### config.mk
export PLATFORM = sky130hd
export DESIGN_NAME = dmem_arbiter
export DESIGN_NICKNAME = d
export VERILOG_FILES = /design/src/rtl/dmem_arbiter_pkg.sv /design/src/rtl/dmem_starve_cnt.sv /design/src/rtl/dmem_arbiter.sv
export SDC_FILE = /design/constraint.sdc
export NUM_CORES = 1
export LEC_CHECK = 0
export ABC_AREA = 1
export ABC_CLOCK_PERIOD_IN_PS = 1700
export BUFFER_PORTS_ARGS = -buffer_cell sky130_fd_sc_hd__buf_2
export CAP_MARGIN = 20
export CORE_AREA = 2 2 115 117
export CTS_BUF_LIST = sky130_fd_sc_hd__clkbuf_8
export DETAILED_ROUTE_END_ITERATION = 12
export DIE_AREA = 0 0 117 119
export HOLD_SLACK_MARGIN = 0.1
export PLACE_DENSITY = 0.74
export SETUP_SLACK_MARGIN = 0.4
export SYNTH_ARGS = -nofsm -noshare
export SYNTH_HDL_FRONTEND = slang
export SYNTH_HIERARCHICAL = 1
export SYNTH_SLANG_ARGS = --single-unit
### constraint.sdc
create_clock -name clk -period 1.7 [get_ports clk]
set_input_delay 0.34 -clock clk [delete_from_list [all_inputs] [get_ports clk]]
set_output_delay 0.34 -clock clk [all_outputs]
set_load 0.01 [all_outputs]
### src/rtl/dmem_arbiter_pkg.sv
// Shared encodings for the data-memory arbiter.
// Owner tags for read return, arbiter states, default starvation limit.
package dmem_arbiter_pkg;

   typedef enum logic [1:0] {
      OWN_NONE = 2'd0,
      OWN_M0   = 2'd1,
      OWN_M1   = 2'd2
   } owner_e;

   typedef enum logic {
      ST_IDLE    = 1'b0,
      ST_LOCK_M0 = 1'b1
   } state_e;

   localparam int STARVE_MAX_DEF = 8;

endpackage

### src/rtl/dmem_starve_cnt.sv
// Saturating starvation counter for the debug/DMA requester.
// Clear has priority over increment.
module dmem_starve_cnt #(
   parameter int MAX = 8
) (
   input  logic       clk,
   input  logic       rst,
   input  logic       i_inc,
   input  logic       i_clr,
   output logic [7:0] o_cnt,
   output logic       o_sat
);

   localparam logic [7:0] LP_MAX = 8'(MAX);

   logic [7:0] r_cnt;

   always_ff @(posedge clk) begin
      if (rst) begin
         r_cnt <= '0;
      end else if (i_clr) begin
         r_cnt <= '0;
      end else if (i_inc && (r_cnt != LP_MAX)) begin
         r_cnt <= r_cnt + 8'd1;
      end
   end

   assign o_cnt = r_cnt;
   assign o_sat = (r_cnt == LP_MAX);

endmodule

### src/rtl/dmem_arbiter.sv
// Single-port data RAM arbiter: core (M0) vs debug/DMA (M1).
// Keeps core RMW pairs atomic and bounds M1 waiting time.
module dmem_arbiter
   import dmem_arbiter_pkg::*;
#(
   parameter int AW         = 32,
   parameter int DW         = 32,
   parameter int STARVE_MAX = STARVE_MAX_DEF
) (
   input  logic          clk,
   input  logic          rst,
   input  logic          m0_req_i,
   input  logic          m0_we_i,
   input  logic [AW-1:0] m0_addr_i,
   input  logic [DW-1:0] m0_wdata_i,
   input  logic          m0_lock_i,
   output logic [DW-1:0] m0_rdata_o,
   output logic          m0_rvalid_o,
   output logic          m0_hold_o,
   input  logic          m1_req_i,
   input  logic          m1_we_i,
   input  logic [AW-1:0] m1_addr_i,
   input  logic [DW-1:0] m1_wdata_i,
   output logic          m1_gnt_o,
   output logic [DW-1:0] m1_rdata_o,
   output logic          m1_rvalid_o,
   output logic          mem_req_o,
   output logic          mem_we_o,
   output logic [AW-1:0] mem_addr_o,
   output logic [DW-1:0] mem_wdata_o,
   input  logic [DW-1:0] mem_rdata_i
);

   state_e        r_state;
   state_e        w_state_nxt;
   owner_e        r_rd_owner;
   owner_e        w_rd_owner_nxt;
   logic          w_gnt_m0;
   logic          w_gnt_m1;
   logic          w_sat;
   logic [7:0]    w_starve_cnt;
   logic          r_m0_rvalid;
   logic          r_m1_rvalid;
   logic [DW-1:0] r_m0_rdata;
   logic [DW-1:0] r_m1_rdata;

   dmem_starve_cnt #(
      .MAX (STARVE_MAX)
   ) u_starve (
      .clk   (clk),
      .rst   (rst),
      .i_inc (m1_req_i & ~w_gnt_m1),
      .i_clr (w_gnt_m1 | ~m1_req_i),
      .o_cnt (w_starve_cnt),
      .o_sat (w_sat)
   );

   // A saturated M1 only wins outside a locked RMW pair.
   always_comb begin
      w_gnt_m0 = 1'b0;
      w_gnt_m1 = 1'b0;
      if (!rst) begin
         if (r_state == ST_LOCK_M0) begin
            w_gnt_m0 = 1'b1;
         end else if (m1_req_i && w_sat) begin
            w_gnt_m1 = 1'b1;
         end else if (m0_req_i) begin
            w_gnt_m0 = 1'b1;
         end else if (m1_req_i) begin
            w_gnt_m1 = 1'b1;
         end
      end
   end

   always_comb begin
      w_state_nxt = r_state;
      unique case (r_state)
         ST_IDLE: begin
            if (w_gnt_m0 && m0_lock_i) begin
               w_state_nxt = ST_LOCK_M0;
            end
         end
         ST_LOCK_M0: begin
            if (!m0_lock_i) begin
               w_state_nxt = ST_IDLE;
            end
         end
         default: w_state_nxt = ST_IDLE;
      endcase
   end

   always_comb begin
      mem_req_o      = 1'b0;
      mem_we_o       = 1'b0;
      mem_addr_o     = '0;
      mem_wdata_o    = '0;
      w_rd_owner_nxt = OWN_NONE;
      if (w_gnt_m0) begin
         mem_req_o   = 1'b1;
         mem_we_o    = m0_we_i;
         mem_addr_o  = m0_addr_i;
         mem_wdata_o = m0_wdata_i;
         if (!m0_we_i) begin
            w_rd_owner_nxt = OWN_M0;
         end
      end else if (w_gnt_m1) begin
         mem_req_o   = 1'b1;
         mem_we_o    = m1_we_i;
         mem_addr_o  = m1_addr_i;
         mem_wdata_o = m1_wdata_i;
         if (!m1_we_i) begin
            w_rd_owner_nxt = OWN_M1;
         end
      end
   end

   assign m0_hold_o = m0_req_i & ~w_gnt_m0 & ~rst;
   assign m1_gnt_o  = w_gnt_m1;

   always_ff @(posedge clk) begin
      if (rst) begin
         r_state     <= ST_IDLE;
         r_rd_owner  <= OWN_NONE;
         r_m0_rvalid <= 1'b0;
         r_m1_rvalid <= 1'b0;
         r_m0_rdata  <= '0;
         r_m1_rdata  <= '0;
      end else begin
         r_state     <= w_state_nxt;
         r_rd_owner  <= w_rd_owner_nxt;
         r_m0_rvalid <= (r_rd_owner == OWN_M0);
         r_m1_rvalid <= (r_rd_owner == OWN_M1);
         if (r_rd_owner == OWN_M0) begin
            r_m0_rdata <= mem_rdata_i;
         end
         if (r_rd_owner == OWN_M1) begin
            r_m1_rdata <= mem_rdata_i;
         end
      end
   end

   assign m0_rvalid_o = r_m0_rvalid;
   assign m1_rvalid_o = r_m1_rvalid;
   assign m0_rdata_o  = r_m0_rdata;
   assign m1_rdata_o  = r_m1_rdata;

endmodule

# Word level (Yosys, flattened, before mapping)

Cells that the tools add are included.

Register bits after elaboration: 77
Bits in latches: 0
Memory bits (writable): 0
Memory bits (read-only): 0
Output and inout port bits: 134
Word-level logic and storage cells: 49
Memories kept: 0

$add $sub $neg: 1
Multipliers: 0
Divide/modulo/power cells: 0
Magnitude comparators: 0
Eq/ne operators: 4
Shift operators: 0
Mux-type cells: 24
Bitwise gates (word level): 9
Reductions and logical operators: 4

Operators with widths:

| operator            | count |
|---|---|
| $mux 32             | 4 |
| $mux 1              | 16 |
| $add 8x1->8 const B | 1 |
| $eq 8x4->1 const B  | 1 |
| $ne 8x4->1 const B  | 1 |
| $mux 2              | 3 |
| $not 1->1           | 5 |
| $and 1x1->1         | 3 |
| $logic_and 1x1->1   | 3 |
| $eq 2x1->1 const B  | 1 |
| $eq 2x2->1 const B  | 1 |
| $pmux 1 s2          | 1 |
| $reduce_or 2->1     | 1 |
| $or 1x1->1          | 1 |

# Depth between registers and ports, before layout

Gate-level depths: netlist (run 1).

Depth after elaboration: 8
Mapped depth: 13

# Modules after synthesis

The synthesis (run 1) kept the hierarchy.

By module, submodules not included:

| module          | times used | cells an instance | area each (µm²) | seq. area each (µm²) |
|---|---|---|---|---|
| dmem_arbiter    | 1          | 539               | 3863.7          | 1381.3 |
| dmem_starve_cnt | 1          | 73                | 471.7           | 160.2 |

# Worst setup path after synthesis (run 1)

No wires, ideal clock.

Path kind: register -> output
From: register u_starve.r_cnt[0], in the netlist u_starve/o_cnt[0]
To: output mem_addr_o[25]
Arrival time: 1.455 ns
Data required time: 1.360 ns
Path slack: -0.095 ns
Stages on the path, launching flop included: 11
Path buffers: 2
Path through: dfxtp_1 > inv_1 > ha_1 > nand3_2 > nor2_2 > inv_1 > nand2_1 > buf_4 > buf_2 > nand4_1 > nand2_1

Word-level cells in the longest chain between the ends: 7

RTL lines:

| what                   | RTL line              | source |
|---|---|---|
| from (decl)            | dmem_starve_cnt.sv:16 | `logic [7:0] r_cnt;` |
| from (signal assigned) | dmem_starve_cnt.sv:24 | `r_cnt <= r_cnt + 8'd1;` |
| $eq 8x4->1 *           | dmem_starve_cnt.sv:29 | `assign o_sat = (r_cnt == LP_MAX);` |
| via w_sat              | dmem_arbiter.sv:40    | `logic w_sat;` |
| $logic_and 1x1->1 *    | dmem_arbiter.sv:65    | `end else if (m1_req_i && w_sat) begin` |
| $mux 1                 | dmem_arbiter.sv:65    |  |
| $mux 1                 | dmem_arbiter.sv:63    | `if (r_state == ST_LOCK_M0) begin` |
| $mux 1                 | dmem_arbiter.sv:62    | `if (!rst) begin` |
| $mux 32                | dmem_arbiter.sv:106   | `end else if (w_gnt_m1) begin` |
| $mux 32 *              | dmem_arbiter.sv:98    | `if (w_gnt_m0) begin` |
| to (decl)              | dmem_arbiter.sv:29    | `output logic [AW-1:0] mem_addr_o,` |

The timed path passes the listed nets; every way through them passes the cells marked *.

# Final worst setup path (run 1)

From: register u_starve.r_cnt[0], in the netlist u_starve/o_cnt[0]
To: output mem_addr_o[5]

Same word-level chain as after synthesis.

==> flow_summary.yaml, run 1 <==
outcome:
  outcome: "finished, violations left"
  violations: "negative setup slack"
worst_setup_path:
  arrival_ns: 1.82
  critPathCaptureType: "output pin"
  crit_fanout: 6
  crit_type: "reg -> out"
  critPathRequiredTime_ns: 1.36
  cp-start-kind: "flop"
die:
  floorplan.initialDensity_pct: 33.7
  die_y_um: 119
  coreArea_sq_um: 12900
  ios: 301
  die_area_sq_um: 13900
  die_x_um: 117
  num_rows: 42
layout:
  mostFrequentLayoutCell: "buf_2"
  fin_cells: 1105
  drive_gt1_share_pct: 53.1
  fin_nets: 1092
  fillCellCount: 1224
  multi_input_area_sq_um: 2660
  final-seq-area_sq_um: 1540
  synthToLayoutAreaGrowth_pct: 63.5
  final_area_sq_um: 7090
  layout_common_cells: "buf_2 (267), nor2_1 (140), dfxtp_1 (75)"
timing:
  worst_pin_slew_ns: 0.381
  slew_headroom_pct: 74.6
  setup_slack_ns: -0.459
  rsz0062_at_grt: "true"
  timing.fmax_mhz: 463
  setup_viol: 76
  fin_skew_ns: 0.00808
  slew_violations: 0
  finalCritPeriodShare_pct: 127
  hold_viol_final: 0
  fin_crit_ns: 2.16
placement:
  placed_cell_area_sq_um: 6220
  routabilityCongestion: 0.830
  dp.cells: 1073
  dpl.hpwl_um: 12100
  portBuffers: 300
route:
  wl_per_cell_um: 15.7
  drt-initial-drc-count: 352
  drc: 0
  wirelength_um: 17400
  via_per_inst: 4.93
  first_pass_iters: 5
  vias: 5443
  ant_nets: 0
clock_network:
  cts_sinks: 77
  cts_tree: "built"
  root_buffer: "clkbuf_8"
  clock_path_buffers: 2
  clk_latency_ns: 0.34
  ctsHtreeMaxLevel: 3
  hold_buffers: 0
  cts_buffers: 9
  path_clk_slew_ns: 0.08
global_routing:
  grt_pass1_wl_um: 25300
  antenna_found_initial: 1
  grt_pass1_vias: 4919
  grt_usage_pct: 22.9
  grt_max_degree: 58
  gr-total-overflow: 0
synthesis:
  yosysSeqAreaShare_pct: 35.6
  yosys_warnings: 6
  synth-seq-cells: 77
  syn-mean-instance-area_sq_um: 7.08
  yosys.cell_types.count: 24
  synth_nets: 781
  netlist_area_sq_um: 4340
  syn_inst: 612
power_and_ir_drop:
  p_per_area_nw_per_um2: 655
  irDropWorstVdd_uv: 624
  finalPower_mw: 4.64
  p_leak_nw: 3.51
worst_hold_path:
  hold_path_class: "in -> reg"
job:
  maxCapViolations: 0
[state kept, by name, summed over array words and instances, names as in the netlist]
register,flops
r_state,1
r_rd_owner,2
m0_rdata_o,32
m1_rdata_o,32
m1_rvalid_o,1
m0_rvalid_o,1
u_starve/o_cnt,8
[cell usage after synthesis (all sizes together)]
cell type	instances	area, sq um
dfxtp	77	1540
xor2	1	8.76
nand3	70	556
nand2	99	387
clkbuf	10	40.0
o21ai	69	349
a21oi	6	30.0
buf	45	344
inv	19	71.3
xnor2	2	17.5
nand4	65	407
nor2	147	559
ha	2	25.0
[worst paths after layout]
kind	cells after the start	slack, ns	endpoint	startpoint
worst max register to register	16	-0.15	u_starve/o_cnt[7]	u_starve/o_cnt[0]
worst min register to register	2	0.48	m1_rdata_o[19]	m1_rdata_o[19]
worst max-delay path	11	-0.46	mem_addr_o[5]	u_starve/o_cnt[0]
worst min-delay path	2	0.18	r_rd_owner[0]	m0_we_i
[report_power, final]
group | total [mW] | switching, mW | leakage [nW] | internal [mW]
clock network | 1.40 | 0.714 | 0.103 | 0.689
logic | 1.32 | 0.714 | 2.78 | 0.609
registers | 1.91 | 0.0349 | 0.628 | 1.88
total | 4.64 | 1.46 | 3.51 | 3.18
[logic make-up after synthesis]
family / count (synthesis) / share of synthesized area [%]
simple gates: 381 / 44.0
flops: 77 / 35.6
compound gates: 75 / 8.74
buf+inv: 74 / 10.5
xor+xnor: 3 / 0.606
fa+ha+maj: 2 / 0.577
[worst max-delay path: stages, from the launching register on]
cell and delay, ns:
dfxtp_2 0.33, inv_2 0.07, ha_4 0.13, nand3_4 0.07, nor2_4 0.13, inv_2 0.08
nand2_8 0.12, buf_12 0.13, clkbuf_16 0.14, nand4_1 0.10, nand2_2 0.09, buf_6 0.09
[stage by stage]
stage / hold WS [ns] / setup slack, ns / TNS [ns] / utilization [%]
after floorplan: 0.412 / 0.0814 / 0 / -
after global placement: 0.457 / -0.0752 / -1.83 / 48.3
after detailed placement: 0.465 / -0.109 / -4.28 / 48.3
after CTS: 0.154 / -0.450 / -27.70 / 52.4
after global routing: 0.149 / -0.554 / -36.43 / 55.0
final: 0.176 / -0.459 / -29.18 / 55.1
[layer usage]
metal  up-vias  global-route usage (%)  part of all wire, %
li1       2686                       -                    -
met3        27                    7.23                  7.8
met5         -                       0                    0
met1      2502                    27.6                   41
met4         0                    7.65                  1.9
met2       228                    38.4                   50
[area by class of cell]
cell class              instances  area share, %
multi-input cells             462           37.5
repair buffers                354           33.6
flip-flops and latches         77           21.8
well taps                     176           3.11
clock buffers                   9           1.75
inverters                      19           1.22
clock inverters                 7           1.06
diodes                          1         0.0353
[what timing repair did]
item | 4_1_cts | 5_1_grt
resized for setup | 44 | 57
setup endpoints to repair | 79 | 96
buffers inserted | 4 | 2
cloned | 5 | 4
pin swaps | 2 | 20
No activity file was read; power rests on OpenSTA's default activity.
==> run 2, diff against run 1 <==
==> constraint.sdc (replaced) <==
create_clock -name clk -period 1.7 [get_ports clk]
set_input_delay 0.17 -clock clk [delete_from_list [all_inputs] [get_ports clk]]
set_output_delay 0.17 -clock clk [all_outputs]
set_load 0.01 [all_outputs]
==> run 2 against run 1 <==
The flow still finishes with violations (negative setup slack). Critical path type unchanged. Highest routed layer unchanged. Total power grew 4.0%. Sequential power is essentially flat. Sequential share of layout area shrank 0.95 points.
==> flow_summary.yaml, run 2 (synthesized netlist as in run 1, its figures left out) <==
die:
  floorplan.initialDensity_pct: 33.7
  ios: 301
  die_x_um: 117
  die_y_um: 119
  die_area_sq_um: 13900
  num_rows: 42
  coreArea_sq_um: 12900
outcome:
  outcome: "finished, violations left"
  violations: "negative setup slack"
global_routing:
  gr-total-overflow: 0
  grt_max_degree: 68
  grt_usage_pct: 22.4
  grt_pass1_vias: 4963
  grt_pass1_wl_um: 24700
  antenna_found_initial: 0
timing:
  slew_violations: 0
  fin_crit_ns: 2.04
  finalSetupTns_ns: -19.59
  hold_viol_final: 0
  finalCritPeriodShare_pct: 120
  worst_pin_slew_ns: 0.580
  hold_ws_ns: 0.118
  setup_slack_ns: -0.341
  timing.fmax_mhz: 490
  fin_skew_ns: 0.0155
  slew_headroom_pct: 61.3
  rsz0062_at_grt: "true"
  setup_viol: 75
clock_network:
  ctsHtreeMaxLevel: 3
  cts_sinks: 77
  root_buffer: "clkbuf_8"
  cts_buffers: 9
  cts_tree: "built"
  clk_latency_ns: 0.35
  clock_path_buffers: 2
  path_clk_slew_ns: 0.08
route:
  first_pass_iters: 5
  ant_nets: 0
  via_per_inst: 5.04
  drc: 0
  drt-initial-drc-count: 480
  wirelength_um: 18200
  vias: 5677
  wl_per_cell_um: 16.1
power_and_ir_drop:
  irDropWorstVdd_uv: 541
  p_leak_nw: 3.62
  p_per_area_nw_per_um2: 651
worst_setup_path:
  critPathCaptureType: "output pin"
  timing.rr.start: "u_starve/o_cnt[1]"
  crit_fanout: 6
  max_stage_delay_ns: 0.34
  crit_type: "reg -> out"
  arrival_ns: 1.87
  crit_start: "u_starve/o_cnt[1]"
  critPathRequiredTime_ns: 1.53
  crit_top_cell: "inv_2"
  cp-start-kind: "flop"
  crit_slowest_cell: "dfxtp_2"
  crit_chain: "inv_2 > ha_4 > nand3_4 > nor2_4 > inv_2 > nand2_4 > buf_12 > clkbuf_16 > nand4_1 > nand2_2 > buf_6"
layout:
  fin_nets: 1115
  diodes: 0
  drive_gt1_share_pct: 54.2
  layout_common_cells: "buf_2 (265), nor2_1 (139), dfxtp_1 (74)"
  final_area_sq_um: 7420
  mostFrequentLayoutCell: "buf_2"
  synthToLayoutAreaGrowth_pct: 71.1
  utilization_pct: 57.6
worst_hold_path:
  hold_path_class: "in -> reg"
  min-delay-start: "mem_rdata_i[24]"
placement:
  routabilityCongestion: 0.837
  portBuffers: 300
  dpl.hpwl_um: 11900
  placed_cell_area_sq_um: 6140
job:
  maxCapViolations: 0
## run 2: cell types whose count changed in the layout (fill, tap and decap cells not counted), moves of 3 or more
| cell | delta |
|---|---|
| nand3_1 | -14 |
| dlygate4sd3_1 | +34 |
| nand3_2 | +22 |
| a21oi_2 | +5 |
| nand3_4 | -8 |
| nand2_1 | -11 |
| buf_4 | -9 |
| a21oi_1 | -5 |
| inv_4 | -3 |
| inv_2 | +4 |
| nand2_2 | +9 |
## run 2: stage by stage
step                      setup WS, ns  power [mW]  std cells
final                           -0.341        4.83       1126
after CTS                       -0.272        4.70       1115
after global routing            -0.432        5.06       1126
after floorplan                  0.211        2.57        612
after global placement          0.0749        3.05       1060
after detailed placement      -0.00567        3.06       1060
## run 2: critical path: cells and delay by family, from the launching register on
family	cells	cell delay, ns
flip-flops	1	0.34
buffers and inverters	5	0.53
AND/OR/NAND/NOR	5	0.54
adder cells (fa/ha/maj)	1	0.14
## run 2: layout make-up
type	instances	area (sq um)
Fill cell	1097	5460
Tap cell	176	220
Clock inverter	6	93.8
Multi-Input combinational cell	461	2710
Clock buffer	9	124
Sequential cell	77	1550
Inverter	19	78.8
Timing Repair Buffer	378	2650
## run 2: repair_timing
action / 4_1_cts / 5_1_grt
gates cloned: 1 / 7
setup buffers: 5 / 4
resized for setup: 28 / 75
setup endpoints to repair: 79 / 90
hold buffers: 34 / 0
endpoints found under the hold margin: 61 / 0
pin swaps: 3 / 14
## run 2: layer usage
layer	global-route usage [%]	wire length, um
met2	38.2	8830
met5	0	0
met3	5.19	1540
met1	26.6	6990
met4	9.49	788
## run 2: report_power, final
| part | switching, mW | internal [mW] |
|---|---|---|
| logic | 0.735 | 0.650 |
| registers | 0.0380 | 1.88 |
| clock network | 0.692 | 0.832 |
| total | 1.46 | 3.36 |
## run 2: worst paths after layout
path              cells after the start                end  slack, ns
setup / recovery                     11    mem_wdata_o[26]      -0.34
hold / removal                        3     m0_rdata_o[24]       0.12
setup reg to reg                     15  u_starve/o_cnt[2]      -0.05
hold reg to reg                       2      m0_rdata_o[4]       0.48
==> run 3, diff against run 2 <==
--- a/config.mk
+++ b/config.mk
@@ -6,15 +6,15 @@
 export NUM_CORES = 1
 export LEC_CHECK = 0
 export ABC_AREA = 1
-export ABC_CLOCK_PERIOD_IN_PS = 1700
+export ABC_CLOCK_PERIOD_IN_PS = 2200
 export BUFFER_PORTS_ARGS = -buffer_cell sky130_fd_sc_hd__buf_2
 export CAP_MARGIN = 20
-export CORE_AREA = 2 2 115 117
+export CORE_AREA = 2 2 117 119
 export CTS_BUF_LIST = sky130_fd_sc_hd__clkbuf_8
 export DETAILED_ROUTE_END_ITERATION = 12
-export DIE_AREA = 0 0 117 119
+export DIE_AREA = 0 0 119 121
 export HOLD_SLACK_MARGIN = 0.1
-export PLACE_DENSITY = 0.74
+export PLACE_DENSITY = 0.7
 export SETUP_SLACK_MARGIN = 0.4
 export SYNTH_ARGS = -nofsm -noshare
 export SYNTH_HDL_FRONTEND = slang
==> constraint.sdc (replaced) <==
create_clock -name clk -period 2.2 [get_ports clk]
set_input_delay 0.22 -clock clk [delete_from_list [all_inputs] [get_ports clk]]
set_output_delay 0.22 -clock clk [all_outputs]
set_load 0.01 [all_outputs]
==> run 3 against run 2 <==
The run now ends clean. Via count is 4.7% lower. Highest routed layer unchanged. Count of clock-buffer cells in the layout rose by 2. Hold slack better by 0.010 ns. Die area is 3.4% higher. Sequential share of layout area is 2.1 points higher. Critical path depth is 1 higher. Sequential power is 23% lower. Final area is 9.1% lower. Wire length fell by 4.0%. Clock power is 35% lower. First-iteration DRC count fell by 14%. Combinational power fell by 30%.
==> flow_summary.yaml, run 3 (synthesized netlist as in run 1, its figures left out) <==
worst_setup_path:
  worstSetupEndpoint: "mem_addr_o[23]"
  critPathRequiredTime_ns: 1.98
  crit_fanout: 8
  cp-start-kind: "flop"
  critPathCaptureType: "output pin"
  r2r_slack_ns: 0.34
  timing.rr.start: "u_starve/o_cnt[1]"
  crit_start: "u_starve/o_cnt[1]"
  crit_type: "reg -> out"
  arrival_ns: 1.97
  r2r_cells: 13
  r2r_end: "u_starve/o_cnt[0]"
timing:
  finalCritPeriodShare_pct: 99.3
  finalSetupTns_ns: 0
  timing.fmax_mhz: 458
  slew_violations: 0
  setup_slack_ns: 0.0146
  hold_viol_final: 0
  fin_skew_ns: 0.00674
  fin_crit_ns: 2.19
  rsz0062_at_grt: "true"
  slew_headroom_pct: 59.0
  setup_viol: 0
  worst_pin_slew_ns: 0.614
layout:
  final_area_sq_um: 6740
  final-seq-area_sq_um: 1550
  layout_common_cells: "buf_2 (292), nor2_1 (142), nand2_1 (87)"
  synthToLayoutAreaGrowth_pct: 55.5
  fin_nets: 1076
  drive_gt1_share_pct: 47.3
  multi_input_area_sq_um: 2480
  mostFrequentLayoutCell: "buf_2"
  fillCellCount: 1319
  utilization_pct: 51.5
global_routing:
  grt_pass1_vias: 4774
  antenna_found_initial: 1
  gr-total-overflow: 0
  grt_max_degree: 63
  grt_pass1_wl_um: 26000
  grt_usage_pct: 22.8
clock_network:
  root_buffer: "clkbuf_8"
  clock_path_buffers: 2
  cts_sinks: 77
  ctsHtreeMaxLevel: 3
  path_clk_slew_ns: 0.08
  clk_latency_ns: 0.35
  cts_tree: "built"
  cts_buffers: 9
worst_hold_path:
  hold_path_class: "in -> reg"
  min-delay-start: "m1_we_i"
placement:
  dp_slack_ns: 0.295
  routabilityCongestion: 0.818
  placed_cell_area_sq_um: 5840
  dpl.hpwl_um: 11500
  portBuffers: 300
route:
  wl_per_cell_um: 16.0
  ant_nets: 0
  wirelength_um: 17400
  via_per_inst: 4.97
  first_pass_iters: 5
  vias: 5409
  drt-initial-drc-count: 413
  drc: 0
job:
  maxCapViolations: 0
die:
  num_rows: 42
  coreArea_sq_um: 13100
  die_y_um: 121
  floorplan.initialDensity_pct: 33.1
  ios: 301
  die_x_um: 119
  die_area_sq_um: 14400
power_and_ir_drop:
  p_per_area_nw_per_um2: 510
  irDropWorstVdd_uv: 456
  finalPower_mw: 3.44
  p_leak_nw: 3.44
outcome:
  outcome: "completed"
run 3: routing by layer:
| layer | part of all wire (%) | track usage, % | wire (um) |
|---|---|---|---|
| met4 | 2.5 | 7.37 | 429 |
| met1 | 41 | 29.0 | 7120 |
| met2 | 50 | 38.9 | 8720 |
| met3 | 6.6 | 4.32 | 1160 |
| met5 | 0 | 0 | 0 |
run 3: critical path, stage by stage (launching register included):
cell and delay [ns]:
dfxtp_4 0.36, inv_4 0.05, ha_4 0.13, nand3_4 0.07, nor2_4 0.16, nand2_2 0.08
nand2_4 0.10, nand2_8 0.12, buf_12 0.16, buf_16 0.14, nand3_2 0.05, nand2_1 0.05
buf_2 0.13
run 3: worst min-delay path by stage:
| stage | endpoint | slack, ns | cells after the start |
|---|---|---|---|
| global placement | r_rd_owner[0] | 0.43 | 2 |
| CTS | r_rd_owner[1] | 0.10 | 2 |
| detailed placement | r_rd_owner[0] | 0.44 | 2 |
| global route | r_rd_owner[1] | 0.10 | 2 |
| floorplan | m0_rvalid_o | 0.29 | 1 |
| finish | r_rd_owner[1] | 0.13 | 2 |
run 3: power by group:
group	internal (mW)	leakage [nW]	total, mW	switching, mW
clock	0.471	0.0917	0.990	0.519
sequential	1.45	0.629	1.48	0.0283
combinational	0.444	2.72	0.970	0.526
total	2.37	3.44	3.44	1.07
run 3: final cells by class:
cell class | instances | area share [%]
diodes | 1 | 0.0371
clock buffers | 11 | 2.25
clock inverters | 5 | 0.501
inverters | 19 | 1.13
multi-input cells | 461 | 36.8
flip-flops and latches | 77 | 23.0
well taps | 176 | 3.27
repair buffers | 339 | 33.0
run 3: repair_timing:
item                                   in CTS  in global routing
buffers inserted                           12                  2
setup endpoints to repair                  76                 76
hold buffers                                2                  0
pin swaps                                  39                 34
cloned                                     11                  0
resized for setup                          46                 24
endpoints found under the hold margin       2                  0
run 3: per-stage QoR:
stage / hold WS, ns / std cells
2_1_floorplan: 0.292 / 612
3_3_place_gp: 0.432 / 1045
3_5_place_dp: 0.438 / 1045
4_1_cts: 0.104 / 1086
5_1_grt: 0.104 / 1089
6_report: 0.129 / 1089
